===== config.mk =====
export PLATFORM = sky130hd
export DESIGN_NAME = iob_pfsm_input_cond_flat
export DESIGN_NICKNAME = d
export VERILOG_FILES = /design/src/rtl/iob_pfsm_input_cond_if.sv /design/src/rtl/iob_pfsm_input_cond.sv /design/src/flat_wrapper.sv
export SDC_FILE = /design/constraint.sdc
export NUM_CORES = 1
export LEC_CHECK = 0
export CAP_MARGIN = 40
export CORE_UTILIZATION = 40
export CTS_CLUSTER_DIAMETER = 50
export CTS_CLUSTER_SIZE = 20
export DETAILED_ROUTE_END_ITERATION = 6
export PLACE_DENSITY = 0.64
export SLEW_MARGIN = 30
export SYNTH_ARGS = -nofsm -noshare
export SYNTH_HDL_FRONTEND = slang
export SYNTH_SLANG_ARGS = --single-unit

===== constraint.sdc =====
create_clock -name clk_i -period 2.2 [get_ports clk_i]
set_input_delay 0.33 -clock clk_i [delete_from_list [all_inputs] [get_ports clk_i]]
set_output_delay 0.33 -clock clk_i [all_outputs]
set_load 0.01 [all_outputs]

===== src/rtl/iob_pfsm_input_cond_if.sv =====
// rtl/iob_pfsm_input_cond_if.sv - conditioning bus between pins/software registers and the PFSM input stage
// slave: the conditioner; master: whatever drives pins and controls and consumes the conditioned bus.
interface iob_pfsm_input_cond_if #(
  parameter int INPUT_W    = 1,
  parameter int DEBOUNCE_W = 8
);
  logic                    enable_i;
  logic [INPUT_W-1:0]      pins_i;
  logic [INPUT_W-1:0]      invert_i;
  logic [2*INPUT_W-1:0]    mode_i;
  logic [DEBOUNCE_W-1:0]   debounce_len_i;
  logic [INPUT_W-1:0]      event_clr_i;
  logic [INPUT_W-1:0]      input_ports_o;
  logic [INPUT_W-1:0]      level_o;
  logic [INPUT_W-1:0]      event_o;

  modport slave (
    input  enable_i,
    input  pins_i,
    input  invert_i,
    input  mode_i,
    input  debounce_len_i,
    input  event_clr_i,
    output input_ports_o,
    output level_o,
    output event_o
  );

  modport master (
    output enable_i,
    output pins_i,
    output invert_i,
    output mode_i,
    output debounce_len_i,
    output event_clr_i,
    input  input_ports_o,
    input  level_o,
    input  event_o
  );
endinterface


===== src/rtl/iob_pfsm_input_cond.sv =====
// rtl/iob_pfsm_input_cond.sv - PFSM input conditioning: sync, debounce, polarity, edge detect, sticky events
// Registered outputs keep the PFSM LUT address glitch-free; a short warm-up suppresses spurious edges.
module iob_pfsm_input_cond #(
  parameter int INPUT_W    = 1,
  parameter int DEBOUNCE_W = 8
) (
  input logic                  clk_i,
  input logic                  cke_i,
  input logic                  rst_i,
  iob_pfsm_input_cond_if.slave bus
);

  localparam logic [1:0] ST_IDLE   = 2'd0;
  localparam logic [1:0] ST_WARM   = 2'd1;
  localparam logic [1:0] ST_RUN    = 2'd2;
  localparam logic [1:0] WARM_LAST = 2'd2;

  localparam logic [1:0] MODE_LEVEL = 2'b00;
  localparam logic [1:0] MODE_RISE  = 2'b01;
  localparam logic [1:0] MODE_FALL  = 2'b10;

  localparam logic [DEBOUNCE_W-1:0] CNT_ONE = {{(DEBOUNCE_W-1){1'b0}}, 1'b1};
  localparam logic [DEBOUNCE_W-1:0] CNT_MAX = {DEBOUNCE_W{1'b1}};

  logic [1:0]            state_q, state_d;
  logic [1:0]            warm_q, warm_d;
  logic [INPUT_W-1:0]    sync1_q, s_q;
  logic [INPUT_W-1:0]    q_q, q_d;
  logic [DEBOUNCE_W-1:0] cnt_q [INPUT_W];
  logic [DEBOUNCE_W-1:0] cnt_d [INPUT_W];
  logic [INPUT_W-1:0]    c_prev_q, c_prev_d;
  logic [INPUT_W-1:0]    ports_q, ports_d;
  logic [INPUT_W-1:0]    event_q, event_d;

  logic [INPUT_W-1:0]    c, rise, fall, det;
  logic                  run;

  assign c    = q_q ^ bus.invert_i;
  assign rise = c & ~c_prev_q;
  assign fall = ~c & c_prev_q;
  assign run  = (state_q == ST_RUN) && bus.enable_i;

  always_comb begin
    state_d = state_q;
    warm_d  = warm_q;
    if (!bus.enable_i) begin
      state_d = ST_IDLE;
      warm_d  = 2'd0;
    end else begin
      case (state_q)
        ST_IDLE: begin
          state_d = ST_WARM;
          warm_d  = 2'd0;
        end
        ST_WARM: begin
          if (warm_q == WARM_LAST) state_d = ST_RUN;
          else                     warm_d  = warm_q + 2'd1;
        end
        ST_RUN:  state_d = ST_RUN;
        default: state_d = ST_IDLE;
      endcase
    end
  end

  always_comb begin
    det = '0;
    for (int i = 0; i < INPUT_W; i++) begin
      case (bus.mode_i[2*i +: 2])
        MODE_LEVEL: det[i] = c[i];
        MODE_RISE:  det[i] = rise[i];
        MODE_FALL:  det[i] = fall[i];
        default:    det[i] = rise[i] | fall[i];
      endcase
    end
  end

  // Outside RUN the stable value tracks the synchroniser so RUN starts with no pending mismatch.
  always_comb begin
    q_d   = q_q;
    cnt_d = cnt_q;
    for (int i = 0; i < INPUT_W; i++) begin
      if (!run) begin
        q_d[i]   = s_q[i];
        cnt_d[i] = '0;
      end else if (s_q[i] == q_q[i]) begin
        cnt_d[i] = '0;
      end else if (cnt_q[i] >= bus.debounce_len_i) begin
        q_d[i]   = s_q[i];
        cnt_d[i] = '0;
      end else if (cnt_q[i] != CNT_MAX) begin
        cnt_d[i] = cnt_q[i] + CNT_ONE;
      end
    end
  end

  // A new edge outranks a same-cycle clear so software never loses an event.
  always_comb begin
    c_prev_d = c;
    ports_d  = run ? det : '0;
    event_d  = run ? ((event_q & ~bus.event_clr_i) | rise | fall) : event_q;
  end

  always_ff @(posedge clk_i) begin
    if (cke_i) begin
      if (rst_i) begin
        state_q  <= ST_IDLE;
        warm_q   <= 2'd0;
        sync1_q  <= '0;
        s_q      <= '0;
        q_q      <= '0;
        cnt_q    <= '{default: '0};
        c_prev_q <= '0;
        ports_q  <= '0;
        event_q  <= '0;
      end else begin
        state_q  <= state_d;
        warm_q   <= warm_d;
        sync1_q  <= bus.pins_i;
        s_q      <= sync1_q;
        q_q      <= q_d;
        cnt_q    <= cnt_d;
        c_prev_q <= c_prev_d;
        ports_q  <= ports_d;
        event_q  <= event_d;
      end
    end
  end

  assign bus.input_ports_o = ports_q;
  assign bus.level_o       = c;
  assign bus.event_o       = event_q;

endmodule


===== src/flat_wrapper.sv =====
// flat-port wrapper written by rule: the top's interface ports become plain ports
module iob_pfsm_input_cond_flat 
#(
  parameter int INPUT_W    = 1,
  parameter int DEBOUNCE_W = 8
)
  (clk_i, cke_i, rst_i, bus_enable_i, bus_pins_i, bus_invert_i, bus_mode_i, bus_debounce_len_i, bus_event_clr_i, bus_input_ports_o, bus_level_o, bus_event_o);
  iob_pfsm_input_cond_if #(.INPUT_W(INPUT_W), .DEBOUNCE_W(DEBOUNCE_W)) bus_i ();
  input logic clk_i;
  input logic cke_i;
  input logic rst_i;
  input wire logic [$bits(bus_i.enable_i)-1:0] bus_enable_i;
  input wire logic [$bits(bus_i.pins_i)-1:0] bus_pins_i;
  input wire logic [$bits(bus_i.invert_i)-1:0] bus_invert_i;
  input wire logic [$bits(bus_i.mode_i)-1:0] bus_mode_i;
  input wire logic [$bits(bus_i.debounce_len_i)-1:0] bus_debounce_len_i;
  input wire logic [$bits(bus_i.event_clr_i)-1:0] bus_event_clr_i;
  output wire logic [$bits(bus_i.input_ports_o)-1:0] bus_input_ports_o;
  output wire logic [$bits(bus_i.level_o)-1:0] bus_level_o;
  output wire logic [$bits(bus_i.event_o)-1:0] bus_event_o;
  assign bus_i.enable_i = bus_enable_i;
  assign bus_i.pins_i = bus_pins_i;
  assign bus_i.invert_i = bus_invert_i;
  assign bus_i.mode_i = bus_mode_i;
  assign bus_i.debounce_len_i = bus_debounce_len_i;
  assign bus_i.event_clr_i = bus_event_clr_i;
  assign bus_input_ports_o = bus_i.input_ports_o;
  assign bus_level_o = bus_i.level_o;
  assign bus_event_o = bus_i.event_o;
  iob_pfsm_input_cond #(.INPUT_W(INPUT_W), .DEBOUNCE_W(DEBOUNCE_W)) u_core (.clk_i(clk_i), .cke_i(cke_i), .rst_i(rst_i), .bus(bus_i));
endmodule

==> impl_metrics.ini <==
[logic_synthesis]
yosysWarningCount = 0
syn_inst = 107
synth_seq_cells = 18
syn-num-nets = 139
yosysSeqAreaShare_pct = 44.2
avgSynthCellArea_um2 = 11.4
synth_area_um2 = 1220
ys_types = 26

[power]
leakage_nw = 0.685
seqPwrFrac_pct = 55.9
power_frac_comb_pct = 20.8
power.switching_mw = 0.180
internal_power_mw = 0.551
p_per_area_nw_per_um2 = 473
peakVddDrop_v = 0.000225
power.share.switching_pct = 24.6
pwr-share-clk_pct = 23.3

[grt]
antenna_found_initial = 0
overflow = 0
grt_pass1_vias = 833
grtUsageTotal_pct = 14.6
grt_pass1_wl_mm = 3.60
grt_max_degree = 11

[final_layout]
layout_commonest_cell = clkdlybuf4s50_1
syn2layout_area_growth_pct = 26.5
layout-drive-gt1-share_pct = 15.1
layout_common_cells = clkdlybuf4s50_1 (19), edfxtp_1 (18), inv_1 (16)
antenna_cells = 0
finalInstanceArea_um2 = 1550
fin_nets = 172

[job]
drv_cap = 0

[clocking]
clk_path_buf_depth = 2
post-cts-setup-buffer-count = 0
cts_buffers = 3
htree_levels = 1
clkTransAtPathRegs_ns = 0.12
cts_tree = built
clock_sinks = 18
clock_latency_ns = 0.30
clockRootBuffer = clkbuf_4

[status]
failed_checks = DRC
status = finished with violations

[placement]
place_area_um2 = 1520
gp_congestion = 0.850
dp_hpwl_mm = 1.68
portBuffers = 19

[sta]
slew_viol_final = 0
fin_crit_ns = 2.09
max_slew_margin_pct = 69.8
fin_worst_skew_ns = 0.0159
clock.fmax_mhz = 479
finalHoldViolations = 0
rsz0062_at_grt = false
setup_viol = 0
period_share_pct = 94.9
whs_ns = 0.565
worst_slew_pin_slew_ns = 0.449

[floorplanning]
coreArea_um2 = 2830
dieArea_um2 = 3280
die_w_um = 57.3
die_h_um = 57.3
initial_core_util_pct = 43.2
floorplan.rows = 19
io_pins = 20

[worst_setup_path]
cp.arrival_ns = 2.14
startpoint_type = input port
worst_setup_path_end_kind = flop
path_max_fanout = 8
path_class = in -> reg
crit_required_ns = 2.25

[detailed_routing]
drc = 3
drtAntennaViolNets = 0
via_per_inst = 5.08
wl_mm = 2.05
num_vias = 863
routedWlPerCell_um = 12.1
dr.pass1.iters = 6
dr.first_iter.drc_count = 35

[hold_path]
hold_path.class = reg -> reg
[final cells by class]
cell class	count	area, µm²
Clock buffer	3	22.5
Clock inverter	1	3.75
Fill cell	258	1280
Inverter	16	60.1
Multi-Input combinational cell	73	623
Sequential cell	18	541
Tap cell	31	38.8
Timing Repair Buffer	28	258
[Yosys cell counts]
cell type	instances	area, µm²
a2111oi_4	1	27.5
nand3b_4	1	20.0
o211a_1	1	10.0
and3_1	3	18.8
mux4_2	1	22.5
ha_1	15	188
nor2b_1	3	18.8
nand2b_1	2	12.5
inv_1	16	60.1
nand4_1	1	6.26
o21ai_0	2	10.0
nand2_1	2	7.51
and4_1	2	17.5
and2_1	3	18.8
xnor2_1	3	26.3
a2111oi_2	1	15.0
o211ai_4	1	21.3
nor2_1	13	48.8
a21o_1	1	7.51
a21oi_1	3	15.0
a21boi_0	2	15.0
and2b_2	3	26.3
o21a_1	2	15.0
xor2_1	5	43.8
nand3_1	2	10.0
edfxtp_1	18	541
[metal layers]
metal	track usage, %	up-vias	wire length [µm]
met3	3.63	2	93
met5	0	-	0
li1	-	436	-
met2	22.0	21	935
met4	4.18	0	21
met1	20.8	404	998
[power by group through the flow]
| stage | Sequential [mW] | Clock (mW) | Combinational (mW) |
|---|---|---|---|
| 2_1_floorplan | 0.415 | 0 | 0.0791 |
| 3_3_place_gp | 0.416 | 0 | 0.150 |
| 3_5_place_dp | 0.417 | 0 | 0.153 |
| 4_1_cts | 0.409 | 0.174 | 0.154 |
| 5_1_grt | 0.412 | 0.188 | 0.173 |
| 6_report | 0.409 | 0.170 | 0.152 |
[worst max-delay path, stage by stage]
cell and delay [ns]:
clkdlybuf4s50_1 0.45, inv_1 0.05, ha_1 0.31, and4_1 0.23, a2111oi_4 0.35, o211ai_4 0.13, o21a_2 0.29
[what timing repair did]
item / 4_1_cts / 5_1_grt
hold buffers: 0 / 0
setup endpoints to repair: 0 / 8
gates resized for setup: 0 / 1
[cell families (layout without fill, tap and decap cells)]
group | after synthesis | after routing | share of synthesized area [%]
compound gates | 14 | 14 | 11.2
xor+xnor | 8 | 8 | 5.73
fa+ha+maj | 15 | 15 | 15.4
buf+inv | 16 | 48 | 4.91
flops | 18 | 18 | 44.2
mux | 1 | 1 | 1.84
simple gates | 35 | 35 | 16.8
[path summary, 6_finish.rpt]
kind	cells after the start	slack, ns	start	to
min reg2reg	1	0.56	u_core.sync1_q	u_core.s_q
max reg2reg	5	0.17	u_core.cnt_q[5]	u_core.cnt_q[6]
min	1	0.56	u_core.sync1_q	u_core.s_q
max	7	0.11	bus_debounce_len_i[7]	u_core.cnt_q[6]
[metrics by stage]
stage               instances  power, mW  setup TNS (ns)  setup WS, ns  util [%]
CTS                       170      0.738               0       0.00914      54.6
detailed placement        166      0.570           -3.53        -0.305      53.7
finish                    170      0.731               0         0.112      54.7
global route              170      0.772               0        0.0213      54.7
global placement          166      0.566           -2.97        -0.276      53.7
floorplan                 107      0.494               0         0.143         -
[sequential cells by signal, summed over array words and instances (netlist names)]
signal	count
u_core.bus.input_ports_o	1
u_core.bus.event_o	1
u_core.sync1_q	1
u_core.s_q	1
u_core.warm_q	2
u_core.state_q	2
u_core.q_q	1
u_core.c_prev_q	1
u_core.cnt_q	8
Note: power is estimated with default switching activity, not from simulation.
